[config.mk]
export PLATFORM = sky130hd
export DESIGN_NAME = ram_fifo_ctrl
export DESIGN_NICKNAME = d
export VERILOG_FILES = /design/src/rtl/ram_fifo_ctrl.sv
export SDC_FILE = /design/constraint.sdc
export NUM_CORES = 1
export LEC_CHECK = 0
export CAP_MARGIN = 10
export CORE_ASPECT_RATIO = 0.9
export CORE_UTILIZATION = 55
export DETAILED_ROUTE_END_ITERATION = 7
export DONT_BUFFER_PORTS = 1
export PLACE_DENSITY = 0.7
export SLEW_MARGIN = 10
export SYNTH_ARGS = -nofsm -noshare
export SYNTH_HDL_FRONTEND = slang
export SYNTH_SLANG_ARGS = --single-unit
[constraint.sdc]
create_clock -name clk -period 4.7 [get_ports clk]
set_input_delay 0.705 -clock clk [delete_from_list [all_inputs] [get_ports clk]]
set_output_delay 0.705 -clock clk [all_outputs]
set_load 0.02 [all_outputs]
[src/rtl/ram_fifo_ctrl.sv]
// Byte FIFO controller for a single-port register RAM.
// Pop has priority over push; output byte is registered.
module ram_fifo_ctrl #(
  parameter int DEPTH     = 48,
  parameter int ADDR_BITS = 6,
  parameter int DATA_BITS = 8
) (
  input  logic                 clk,
  input  logic                 rst,
  input  logic [DATA_BITS-1:0] in_data,
  input  logic                 in_valid,
  output logic                 in_ready,
  output logic [DATA_BITS-1:0] out_data,
  output logic                 out_valid,
  input  logic                 out_ready,
  output logic [ADDR_BITS-1:0] count,
  output logic [ADDR_BITS-1:0] ram_addr,
  output logic [DATA_BITS-1:0] ram_wdata,
  input  logic [DATA_BITS-1:0] ram_rdata
);

  localparam logic [ADDR_BITS-1:0] LAST = ADDR_BITS'(DEPTH - 1);
  localparam logic [ADDR_BITS-1:0] FULL = ADDR_BITS'(DEPTH);

  logic [ADDR_BITS-1:0] wr_ptr;
  logic [ADDR_BITS-1:0] rd_ptr;
  logic                 pop_want;
  logic                 push;

  function automatic logic [ADDR_BITS-1:0] nxt(
    input logic [ADDR_BITS-1:0] p
  );
    return (p == LAST) ? '0 : p + 1'b1;
  endfunction

  assign pop_want = (count != '0) &&
                    (!out_valid || out_ready);
  assign in_ready = !rst && (count != FULL) &&
                    !pop_want;
  assign push     = in_valid && in_ready;

  // RAM port steering: write back read data unless pushing
  always_comb begin
    ram_addr  = rd_ptr;
    ram_wdata = ram_rdata;
    unique case (1'b1)
      rst: begin
        ram_addr = '0;
      end
      pop_want: begin
        ram_addr = rd_ptr;
      end
      push: begin
        ram_addr  = wr_ptr;
        ram_wdata = in_data;
      end
      default: begin
        ram_addr = rd_ptr;
      end
    endcase
  end

  // Pointers, occupancy and output register
  always_ff @(posedge clk) begin
    if (rst) begin
      wr_ptr    <= '0;
      rd_ptr    <= '0;
      count     <= '0;
      out_valid <= 1'b0;
      out_data  <= '0;
    end else if (pop_want) begin
      out_data  <= ram_rdata;
      out_valid <= 1'b1;
      rd_ptr    <= nxt(rd_ptr);
      count     <= count - 1'b1;
    end else begin
      if (push) begin
        wr_ptr <= nxt(wr_ptr);
        count  <= count + 1'b1;
      end
      if (out_valid && out_ready)
        out_valid <= 1'b0;
    end
  end

endmodule

# [After elaboration in Yosys (flattened, before gate mapping)]
# Index checks and enable logic that the tools add are counted.
# W data, S select, Z words.
[word_totals] out_inout_bits=30 inputBits=20 word_cells=34 reg_bits=27
[op_classes] n_eq_ne=3 muxes=8 addsub=4 bitwise_logic=1 reduce_logical=13
[ops] op="$mux W6" n=4
[ops] op="$add A6 B1 Y6 const B" n=3
[ops] op="$eq A6 B6 Y1 const B" n=2
[ops] op="$pmux W6 S2" n=1
[ops] op="$mux W8" n=1
[ops] op="$ne A6 B6 Y1 const B" n=1
[ops] op="$reduce_bool A6 Y1" n=1
[ops] op="$sub A6 B1 Y6 const B" n=1
[ops] op="$logic_and A1 B1 Y1" n=5
[ops] op="$reduce_bool A2 Y1" n=2
[ops] op="$logic_not A1 Y1" n=3
[ops] op="$mux W1" n=2
[ops] op="$reduce_and A2 Y1" n=1
[ops] op="$logic_or A1 B1 Y1" n=1
[ops] op="$not A1 Y1" n=1

# [Depth between registers and ports, before layout]
# Gate-level depths: netlist (run 1).
[depth] ltp_word=8 depth_mapped=11 depth_no_buf=9

# [Worst setup path after synthesis (run 1)]
# OpenSTA, ideal clock, no wires.
[synth_timing] path_type="register to register" start="register count[0]" end="register count[5]" n_path_buf=2 setup_ns=0.121 t_required_ns=4.579 stages_incl_launch_ff=12 arrival_time_ns=3.160 period_less_slack_ns=3.281 setup_slack_ns=1.419 cell_sequence="dfxtp_1 or4_4 o31ai_4 inv_1 clkbuf_1 buf_1 ha_1 a211oi_1 o21bai_1 a21oi_1 mux2i_1 mux2_2"
[synth_between] elab_chain_len=6 elab_cells_between_ends=12 classes_between="2 x add/sub; 1 x eq/ne; 2 x mux; 7 x reduce/logical"
[synth_rtl] item="start: declaration" line="16" rtl="output logic [ADDR_BITS-1:0] count,"
[synth_rtl] item="start signal: assignment" line="75" rtl="count <= count - 1'b1;"
[synth_rtl] item="start signal: assignment" line="79" rtl="count <= count + 1'b1;"
[synth_rtl] item="$reduce_bool A6 Y1 *" line="36" rtl="assign pop_want = (count != '0) &&"
[synth_rtl] item="$logic_and A1 B1 Y1 *" line="36"
[synth_rtl] item="named net pop_want" line="27" rtl="logic pop_want;"
[synth_rtl] item="$logic_not A1 Y1" line="39" rtl="!pop_want;"
[synth_rtl] item="$logic_and A1 B1 Y1" line="38" rtl="assign in_ready = !rst && (count != FULL) &&"
[synth_rtl] item="$logic_and A1 B1 Y1" line="40" rtl="assign push = in_valid && in_ready;"
[synth_rtl] item="$reduce_bool A2 Y1 (no source line)"
# Mark *: on every way through the listed nets, which the timed path passes. The rest lies on a longest branch. The select of a mux whose other input is x is not followed.
# A chain may end at the register's enable or synchronous reset.

# [Worst setup path after layout (run 1)]
[layout_timing] start="register count[0]" end="output in_ready"
[layout_between] elab_chain_len=4 elab_cells_between_ends=6 classes_between="1 x eq/ne; 5 x reduce/logical"
[layout_rtl] item="$reduce_bool A6 Y1" line="36"
[layout_rtl] item="$logic_and A1 B1 Y1" line="36"
[layout_rtl] item="$logic_not A1 Y1" line="39"
[layout_rtl] item="$logic_and A1 B1 Y1 *" line="38"
[layout_rtl] item="end: declaration" line="12" rtl="output logic in_ready,"
# Every way passes the cells marked *; elsewhere a longest branch is shown, timed or not.

==> results.py, run 1 <==
metrics = {
    "outcome": {
        "status": "finished with violations",
        "violations": "design-rule violations",
    },
    "detailed_routing": {
        "drt_wl_total_um": 2851,
        "routed-via-count": 1234,
        "dr.first_iter.drc_count": 66,
        "ant_nets": 0,
        "drt_first_pass_iters": 6,
        "via_per_inst": 6.109,
        "avgRoutedWirePerCell_um": 14.11,
        "detail_route.drc_violations": 1,
    },
    "floorplanning": {
        "initial_core_util_pct": 59.27,
        "dieArea_um2": 2917,
        "ioPinCount": 50,
        "core_area_um2": 2510,
        "fp.dieW_um": 56.82,
        "fp.dieH_um": 51.34,
        "rows": 17,
    },
    "clocking": {
        "cts_buffers": 3,
        "cts_root_buf": "clkbuf_4",
        "postCtsHoldBufs": 0,
        "cts.clk_slew.worst_paths_ns": 0.15,
        "cts_resized": 0,
        "cts_sinks": 27,
        "cts-htree-levels": 1,
        "clk_latency_ns": 0.31,
        "cts_tree": "built",
        "clk_path_buf_depth": 2,
        "postCtsSetupBuffers": 0,
    },
    "sta": {
        "final.setup.worst_slack_ns": 0.8095,
        "slew_headroom_pct": 45.31,
        "tns_ns": 0,
        "rsz0062_at_grt": "no",
        "clock_skew_ns": 0.006359,
        "drv_slew": 0,
        "worst_slew_pin_slew_ns": 0.8204,
        "min_period_ns": 3.890,
        "max_freq_mhz": 257.0,
        "post-route-period-util_pct": 82.78,
        "final_hold_viol_count": 0,
        "setup_viol": 0,
    },
    "yosys": {
        "syn_nets": 204,
        "yosys_warnings": 0,
        "syn_area_per_cell_um2": 8.405,
        "syn_area_um2": 1488,
        "ys_ff_latch": 27,
        "yosysSeqAreaShare_pct": 36.33,
        "syn_inst": 177,
        "yosysUniqueCellTypes": 39,
        "netlist.area_leader.share_pct": 36.33,
        "synth_top_cells_by_area": "dfxtp_1, nand2_1, mux2_2, a21oi_1, ha_1",
        "synth_top_cell_by_area": "dfxtp_1",
    },
    "layout": {
        "stdcell_count": 202,
        "diodes": 0,
        "n_fill_cell": 235,
        "drive_gt1_share_pct": 9.195,
        "fin_nets": 202,
        "syn2layout_area_growth_pct": 2.187,
    },
    "grt": {
        "grt_pass1_wl_um": 4878,
        "grt_max_degree": 36,
        "antenna_found_initial": 0,
        "grt.total_usage_pct": 20.69,
        "overflow": 0,
        "grt_pass1_vias": 1157,
    },
    "placement": {
        "io_buffers": 0,
        "placed_cells": 198,
        "gp_congestion": 0.8375,
        "hpwl_um": 2073,
        "pre_cts_slack_ns": 0.9722,
    },
    "worst_setup_path": {
        "arrival_ns": 3.19,
        "worstPathRequired_ns": 3.99,
        "end_kind": "primary output",
        "r2r_slack_ns": 0.99,
        "worstSetupStartpoint": "count[0]",
        "path_max_fanout": 25,
        "worstReg2RegEnd": "count[5]",
        "startpoint_type": "register",
        "ff2ff_path_depth": 9,
        "worstReg2RegStart": "count[0]",
        "critical_path_class": "reg -> out",
        "crit_path_end": "in_ready",
    },
    "power_and_ir_drop": {
        "ir_drop_mv": 0.3789,
        "leakage_nw": 0.5611,
        "pwr_density_cell_nw_per_um2": 613.0,
    },
    "job": {
        "maxCapViolCount": 0,
    },
    "worst_hold_path": {
        "hold_class": "in -> reg",
        "hold_depth": 1,
    },
}
cell usage after synthesis (all sizes together):
| library cell | count |
|---|---|
| nand4b | 1 |
| and2 | 1 |
| o21ai | 11 |
| xnor2 | 3 |
| a21oi | 19 |
| inv | 3 |
| nand3 | 4 |
| nor4 | 1 |
| nor3 | 4 |
| nand3b | 1 |
| o21bai | 2 |
| xor2 | 7 |
| dfxtp | 27 |
| clkbuf | 4 |
| mux2i | 4 |
| fa | 1 |
| nand2b | 7 |
| nor2 | 14 |
| a21o | 2 |
| nor2b | 1 |
| a211oi | 1 |
| o311ai | 1 |
| nor4b | 1 |
| nand2 | 28 |
| a31oi | 1 |
| buf | 4 |
| mux2 | 9 |
| or4 | 2 |
| and3 | 1 |
| o31ai | 1 |
| or3 | 1 |
| nand4 | 2 |
| a311oi | 2 |
| ha | 6 |
placed cells by master (no fill, tap or decap), drive strengths merged:
cell and instances:
and3 1, mux2 9, xnor2 3, buf 1, nand3b 1, nor4 1
nor3 4, nor4b 1, nand2b 7, a311oi 2, dfxtp 27, nand3 4
o21bai 2, o311ai 1, or4 2, nor2b 1, a31oi 1, fa 1
or3 1, nand2 28, mux2i 4, o31ai 1, nand4b 1, xor2 7
nor2 14, a211oi 1, a21oi 19, inv 3, and2 1, a21o 2
o21ai 11, clkbuf 4, ha 6, nand4 2
flip-flops by register name, summed over array words and instances, names as in the netlist:
name and count:
out_data 8, count 6, rd_ptr 6, wr_ptr 6, out_valid 1
layout make-up:
type                    instances  area (µm²)  share of cell area (%)
flip-flops and latches         27       540.5                   35.56
inverters                       3       11.26                  0.7407
multi-input cells             139       899.6                   59.18
well taps                      28       35.03                   2.305
repair buffers                  1       7.507                  0.4938
clock buffers                   4       26.28                   1.728
critical path, stage by stage, from the launching register on:
cell      delay (ns)
dfxtp_1         0.47
or4_4           0.61
o31ai_4         0.49
inv_1           0.52
a311oi_1        0.77
where the power goes:
group | leakage, nW | switching (mW) | internal [mW] | total (mW)
registers | 0.222 | 0.116 | 0.282 | 0.398
clock network | 0.0150 | 0.0657 | 0.0331 | 0.0988
logic | 0.324 | 0.246 | 0.189 | 0.435
worst min-delay path by stage:
stage | from | slack (ns) | to
3_5_place_dp | rd_ptr[1] | 0.50 | rd_ptr[1]
2_1_floorplan | rd_ptr[1] | 0.46 | rd_ptr[1]
4_1_cts | rst | 0.43 | rd_ptr[1]
5_1_grt | rst | 0.41 | wr_ptr[1]
6_report | rst | 0.44 | wr_ptr[4]
3_3_place_gp | rd_ptr[1] | 0.49 | rd_ptr[1]
cells by family after synthesis:
kind of cell	synth area share, %
xor+xnor	5.888
flops	36.33
mux	9.504
buf+inv	3.196
fa+ha+maj	6.392
simple gates	22.46
compound gates	16.23
routing by layer:
| metal | up-vias | track usage (%) | wire [µm] |
|---|---|---|---|
| li1 | 614 | - | - |
| met1 | 593 | 26.96 | 1322 |
| met2 | 27 | 36.51 | 1373 |
| met3 | 0 | 3.544 | 155 |
| met4 | 0 | 3.659 | 0 |
| met5 | - | 0 | 0 |
per-stage QoR:
| stage | cell area [µm²] | hold WS (ns) | util [%] | total power, mW |
|---|---|---|---|---|
| finish | 1520 | 0.4360 | 60.57 | 0.9319 |
| global route | 1520 | 0.4106 | 60.57 | 1.010 |
| CTS | 1520 | 0.4279 | 60.57 | 0.9371 |
| floorplan | 1488 | 0.4622 | - | 0.7749 |
| detailed placement | 1494 | 0.4954 | 59.52 | 0.8380 |
| global placement | 1494 | 0.4879 | 59.52 | 0.8245 |
Power figures use the tool's default switching activity.
==> inputs of run 2 (changes only) <==
--- a/config.mk
+++ b/config.mk
@@ -10,7 +10,7 @@
 export CORE_UTILIZATION = 55
 export DETAILED_ROUTE_END_ITERATION = 7
 export DONT_BUFFER_PORTS = 1
-export PLACE_DENSITY = 0.7
+export PLACE_DENSITY = 0.73
 export SLEW_MARGIN = 10
 export SYNTH_ARGS = -nofsm -noshare
 export SYNTH_HDL_FRONTEND = slang
==> constraint.sdc (replaced) <==
create_clock -name clk -period 3.2 [get_ports clk]
set_input_delay 0.48 -clock clk [delete_from_list [all_inputs] [get_ports clk]]
set_output_delay 0.48 -clock clk [all_outputs]
set_load 0.02 [all_outputs]
==> run 2 against run 1 <==
  * The run still ends with design-rule violations left
  * Power grew 56%
  * Core utilization increased by 4.2 points
  * Cell count up 6.9%
  * Register-to-register slack got worse by 0.65 ns
  * Critical path type unchanged
  * Critical endpoint is now ram_wdata[6]
  * Largest cell class unchanged
==> results.py, run 2 (synthesis results as in run 1) <==
metrics = {
    "worst_setup_path": {
        "critical_path_class": "reg -> out",
        "path_max_fanout": 22,
        "end_kind": "primary output",
        "worstPathRequired_ns": 2.72,
        "ff2ff_path_depth": 9,
        "arrival_ns": 2.47,
        "startpoint_type": "register",
    },
    "grt": {
        "grt_pass1_wl_um": 5168,
        "overflow": 0,
        "grt.total_usage_pct": 22.68,
        "grt_pass1_vias": 1213,
        "antenna_found_initial": 0,
        "grt_max_degree": 36,
    },
    "job": {
        "maxCapViolCount": 0,
    },
    "sta": {
        "rsz0062_at_grt": "no",
        "slew_headroom_pct": 68.01,
        "min_period_ns": 2.949,
        "worst_slew_pin_slew_ns": 0.4792,
        "post-route-period-util_pct": 92.15,
        "setup_viol": 0,
        "final_hold_viol_count": 0,
        "tns_ns": 0,
        "clock_skew_ns": 0.007895,
        "max_freq_mhz": 339.1,
        "drv_slew": 0,
    },
    "clocking": {
        "cts_resized": 0,
        "clk_path_buf_depth": 2,
        "cts.clk_slew.worst_paths_ns": 0.14,
        "cts_buffers": 3,
        "postCtsHoldBufs": 0,
        "cts-htree-levels": 1,
        "cts_root_buf": "clkbuf_4",
        "cts_tree": "built",
        "clk_latency_ns": 0.32,
        "postCtsSetupBuffers": 0,
        "cts_sinks": 27,
    },
    "floorplanning": {
        "fp.dieW_um": 56.82,
        "ioPinCount": 50,
        "initial_core_util_pct": 59.27,
        "dieArea_um2": 2917,
        "fp.dieH_um": 51.34,
        "rows": 17,
        "core_area_um2": 2510,
    },
    "layout": {
        "syn2layout_area_growth_pct": 9.252,
        "multi_input_area_um2": 899.6,
        "fin_nets": 216,
        "final_common_cell": "nand2_1",
        "regArea_um2": 540.5,
        "max_flop_register": "out_data",
        "diodes": 0,
        "final_cell_mix": "nand2_1, dfxtp_1, a21oi_1",
        "drive_gt1_share_pct": 15.96,
        "largest_reg_flops": 8,
        "n_fill_cell": 218,
    },
    "power_and_ir_drop": {
        "pwr_density_cell_nw_per_um2": 896.3,
        "finalPower_mw": 1.457,
        "ir_drop_mv": 0.5409,
        "leakage_nw": 0.6343,
    },
    "detailed_routing": {
        "drt_wl_total_um": 3091,
        "via_per_inst": 5.977,
        "avgRoutedWirePerCell_um": 14.31,
        "dr.first_iter.drc_count": 56,
        "routed-via-count": 1291,
        "ant_nets": 0,
        "drt_first_pass_iters": 6,
        "detail_route.drc_violations": 4,
    },
    "worst_hold_path": {
        "hold_class": "in -> reg",
        "hold_depth": 1,
    },
    "outcome": {
        "violations": "design-rule violations",
        "status": "finished with violations",
    },
    "placement": {
        "gp_congestion": 0.8915,
        "io_buffers": 0,
        "hpwl_um": 2294,
    },
}
[run 2: cell types whose count changed in the layout (fill, tap and decap cells not counted)]
cell and delta:
buf_4 +14
[run 2: final timing paths]
path | startpoint | end | slack (ns)
max | count[0] | ram_wdata[6] | 0.25
min | rst | wr_ptr[4] | 0.20
max reg2reg | count[0] | count[5] | 0.34
min reg2reg | rd_ptr[1] | rd_ptr[1] | 0.50
[run 2: area by class of cell]
cell class,count,share of cell area (%)
multi-input cells,139,55.35
flip-flops and latches,27,33.26
repair buffers,15,6.928
clock buffers,4,1.617
well taps,28,2.156
inverters,3,0.6928
[run 2: critical path: stages, from the launching register on]
cell and delay (ns):
dfxtp_1 0.34, or4_4 0.55, o31ai_4 0.20, buf_4 0.24, and2_1 0.14, buf_4 0.25, mux2_2 0.43
[run 2: metrics by stage]
step	setup WS, ns	instance area, µm²	instances	hold WS, ns	utilization, %
after floorplan	0.01306	1489	177	0.4622	-
after global placement	0.4577	1599	212	0.4699	63.71
after detailed placement	0.3600	1599	212	0.4824	63.71
after CTS	0.2354	1625	216	0.1900	64.76
after global routing	0.1178	1625	216	0.1730	64.76
final	0.2511	1625	216	0.1990	64.76
[run 2: layer usage]
| metal | vias to the layer above | global-route usage, % | wire length, µm |
|---|---|---|---|
| met1 | 606 | 28.46 | 1332 |
| met3 | 2 | 5.570 | 176 |
| met5 | - | 0 | 0 |
| li1 | 644 | - | - |
| met4 | 0 | 3.659 | 17 |
| met2 | 39 | 40.28 | 1565 |
[run 2: power breakdown]
| group | switching, mW | total [mW] | internal [mW] |
|---|---|---|---|
| logic | 0.438 | 0.778 | 0.340 |
| clock network | 0.0980 | 0.147 | 0.0488 |
| registers | 0.117 | 0.532 | 0.415 |
| total | 0.654 | 1.46 | 0.803 |
==> inputs of run 3 (changes only) <==
==> constraint.sdc (replaced) <==
create_clock -name clk -period 2.6 [get_ports clk]
set_input_delay 0.39 -clock clk [delete_from_list [all_inputs] [get_ports clk]]
set_output_delay 0.39 -clock clk [all_outputs]
set_load 0.02 [all_outputs]
==> run 3 against run 2 <==
  * The flow finishes with violations (design-rule violations, negative setup slack)
  * Combinational power rose by 83%
  * Largest cell class unchanged
  * Highest routed layer unchanged
  * Sequential share of layout area fell by 5.5 points
  * Critical path type unchanged
  * Cell count rose by 7.4%
  * Clock skew fell by 0.0020 ns
  * Largest power group unchanged
  * Clock power rose by 27%
  * Register-to-register slack got worse by 0.39 ns
==> results.py, run 3 (synthesis results as in run 1) <==
metrics = {
    "worst_hold_path": {
        "min_from": "rst",
        "hold_depth": 1,
        "hold_class": "in -> reg",
        "holdPathEnd": "wr_ptr[4]",
    },
    "floorplanning": {
        "initial_core_util_pct": 59.27,
        "ioPinCount": 50,
        "core_area_um2": 2510,
        "rows": 17,
        "fp.dieW_um": 56.82,
        "dieArea_um2": 2917,
        "fp.dieH_um": 51.34,
    },
    "sta": {
        "setup_viol": 13,
        "post-route-period-util_pct": 103.4,
        "worst_slew_pin_slew_ns": 0.4639,
        "final_hold_viol_count": 0,
        "rsz0062_at_grt": "yes",
        "clock_skew_ns": 0.005884,
        "drv_slew": 0,
        "min_period_ns": 2.689,
        "max_freq_mhz": 371.9,
        "slew_headroom_pct": 68.96,
        "final.setup.worst_slack_ns": -0.08884,
    },
    "worst_setup_path": {
        "worstPathRequired_ns": 2.21,
        "critical_path_class": "reg -> out",
        "worstReg2RegEnd": "count[5]",
        "r2r_slack_ns": -0.05,
        "arrival_ns": 2.30,
        "ff2ff_path_depth": 10,
        "path_max_fanout": 4,
        "end_kind": "primary output",
        "startpoint_type": "register",
        "worstReg2RegStart": "count[1]",
    },
    "detailed_routing": {
        "routed-via-count": 1390,
        "avgRoutedWirePerCell_um": 17.06,
        "dr.first_iter.drc_count": 60,
        "drt_wl_total_um": 3957,
        "ant_nets": 0,
        "detail_route.drc_violations": 4,
        "drt_first_pass_iters": 6,
        "via_per_inst": 5.991,
    },
    "clocking": {
        "cts_buffers": 3,
        "clk_latency_ns": 0.33,
        "cts_tree": "built",
        "cts_root_buf": "clkbuf_4",
        "cts.clk_slew.worst_paths_ns": 0.15,
        "cts_sinks": 27,
        "clk_path_buf_depth": 2,
        "cts-htree-levels": 1,
    },
    "grt": {
        "overflow": 0,
        "grt_max_degree": 36,
        "grt_pass1_vias": 1319,
        "grt_pass1_wl_um": 5865,
        "grt.total_usage_pct": 25.70,
        "antenna_found_initial": 0,
    },
    "power_and_ir_drop": {
        "pwr-share-comb_pct": 63.2,
        "leakage_nw": 0.8206,
        "seqPwrFrac_pct": 28.5,
        "finalPower_mw": 2.249,
        "ir_drop_mv": 0.8824,
        "netSwitchingFraction_pct": 43.21,
        "pwr_density_cell_nw_per_um2": 1138,
        "p_switching_mw": 0.9717,
        "p_int_mw": 1.277,
        "pwr-share-clk_pct": 8.3,
    },
    "job": {
        "maxCapViolCount": 0,
    },
    "layout": {
        "max_flop_register": "out_data",
        "regArea_um2": 549.3,
        "design_area_um2": 1976,
        "diodes": 0,
        "fin_nets": 232,
        "multi_input_area_um2": 1036,
        "drive_gt1_share_pct": 33.33,
        "largest_reg_flops": 8,
        "syn2layout_area_growth_pct": 32.80,
        "n_fill_cell": 152,
        "final_cell_mix": "dfxtp_1, nand2_1, buf_4",
        "final_common_cell": "dfxtp_1",
    },
    "placement": {
        "pre_cts_slack_ns": -0.00001488,
        "placed_area_um2": 1714,
        "gp_congestion": 0.8768,
        "io_buffers": 0,
        "hpwl_um": 2582,
    },
    "outcome": {
        "status": "finished with violations",
        "violations": "design-rule violations, negative setup slack",
    },
}
[run 3: repair_timing]
action	4_1_cts	5_1_grt
setup endpoints to repair	16	17
resized for setup	18	22
setup buffers	5	3
pin swaps	2	0
gates cloned	0	2
hold buffers	0	0
[run 3: power by group through the flow]
| stage | Combinational (mW) | Clock [mW] | Sequential, mW |
|---|---|---|---|
| 6_report | 1.42 | 0.187 | 0.642 |
| 5_1_grt | 1.53 | 0.200 | 0.652 |
| 4_1_cts | 1.29 | 0.190 | 0.637 |
| 3_5_place_dp | 1.17 | 0 | 0.646 |
| 3_3_place_gp | 1.12 | 0 | 0.642 |
| 2_1_floorplan | 0.838 | 0 | 0.721 |
[run 3: area by class of cell]
type | count | area share (%)
Multi-Input combinational cell | 139 | 52.44
Sequential cell | 27 | 27.80
Timing Repair Buffer | 31 | 16.09
Tap cell | 28 | 1.773
Clock buffer | 4 | 1.330
Inverter | 3 | 0.5700
[run 3: routing by layer]
layer  vias to the layer above  share of wire [%]  GRT usage [%]
met5                         -                  0              0
met4                         0                1.3          4.472
met3                         6                5.6          6.835
met2                        48                 52          48.02
met1                       660                 41          29.89
li1                        676                  -              -
[run 3: how the worst max path moves through the flow]
stage | startpoint | cells past startpoint | slack [ns] | end
final | count[1] | 6 | -0.09 | ram_wdata[5]
after global routing | count[1] | 8 | -0.17 | ram_addr[2]
after CTS | count[1] | 6 | -0.05 | ram_wdata[0]
after detailed placement | count[1] | 9 | -0.00001 | count[5]
after global placement | count[1] | 9 | 0.06 | count[5]
after floorplan | count[1] | 11 | -0.25 | count[5]
[run 3: per-stage QoR]
step	TNS (ns)	instances	utilization, %	hold slack [ns]
floorplan	-0.2561	177	-	0.4622
global placement	0	218	68.30	0.4574
detailed placement	-0.00001488	218	68.30	0.4587
CTS	-0.3270	227	73.38	0.09430
global route	-1.849	232	78.71	0.08921
finish	-0.8558	232	78.71	0.1135
[run 3: worst max-delay path, cell delays in order (launching register included)]
cell	delay, ns
dfxtp_4	0.37
or4_4	0.55
o31ai_4	0.22
buf_6	0.14
and2_4	0.20
buf_6	0.15
mux2_4	0.34
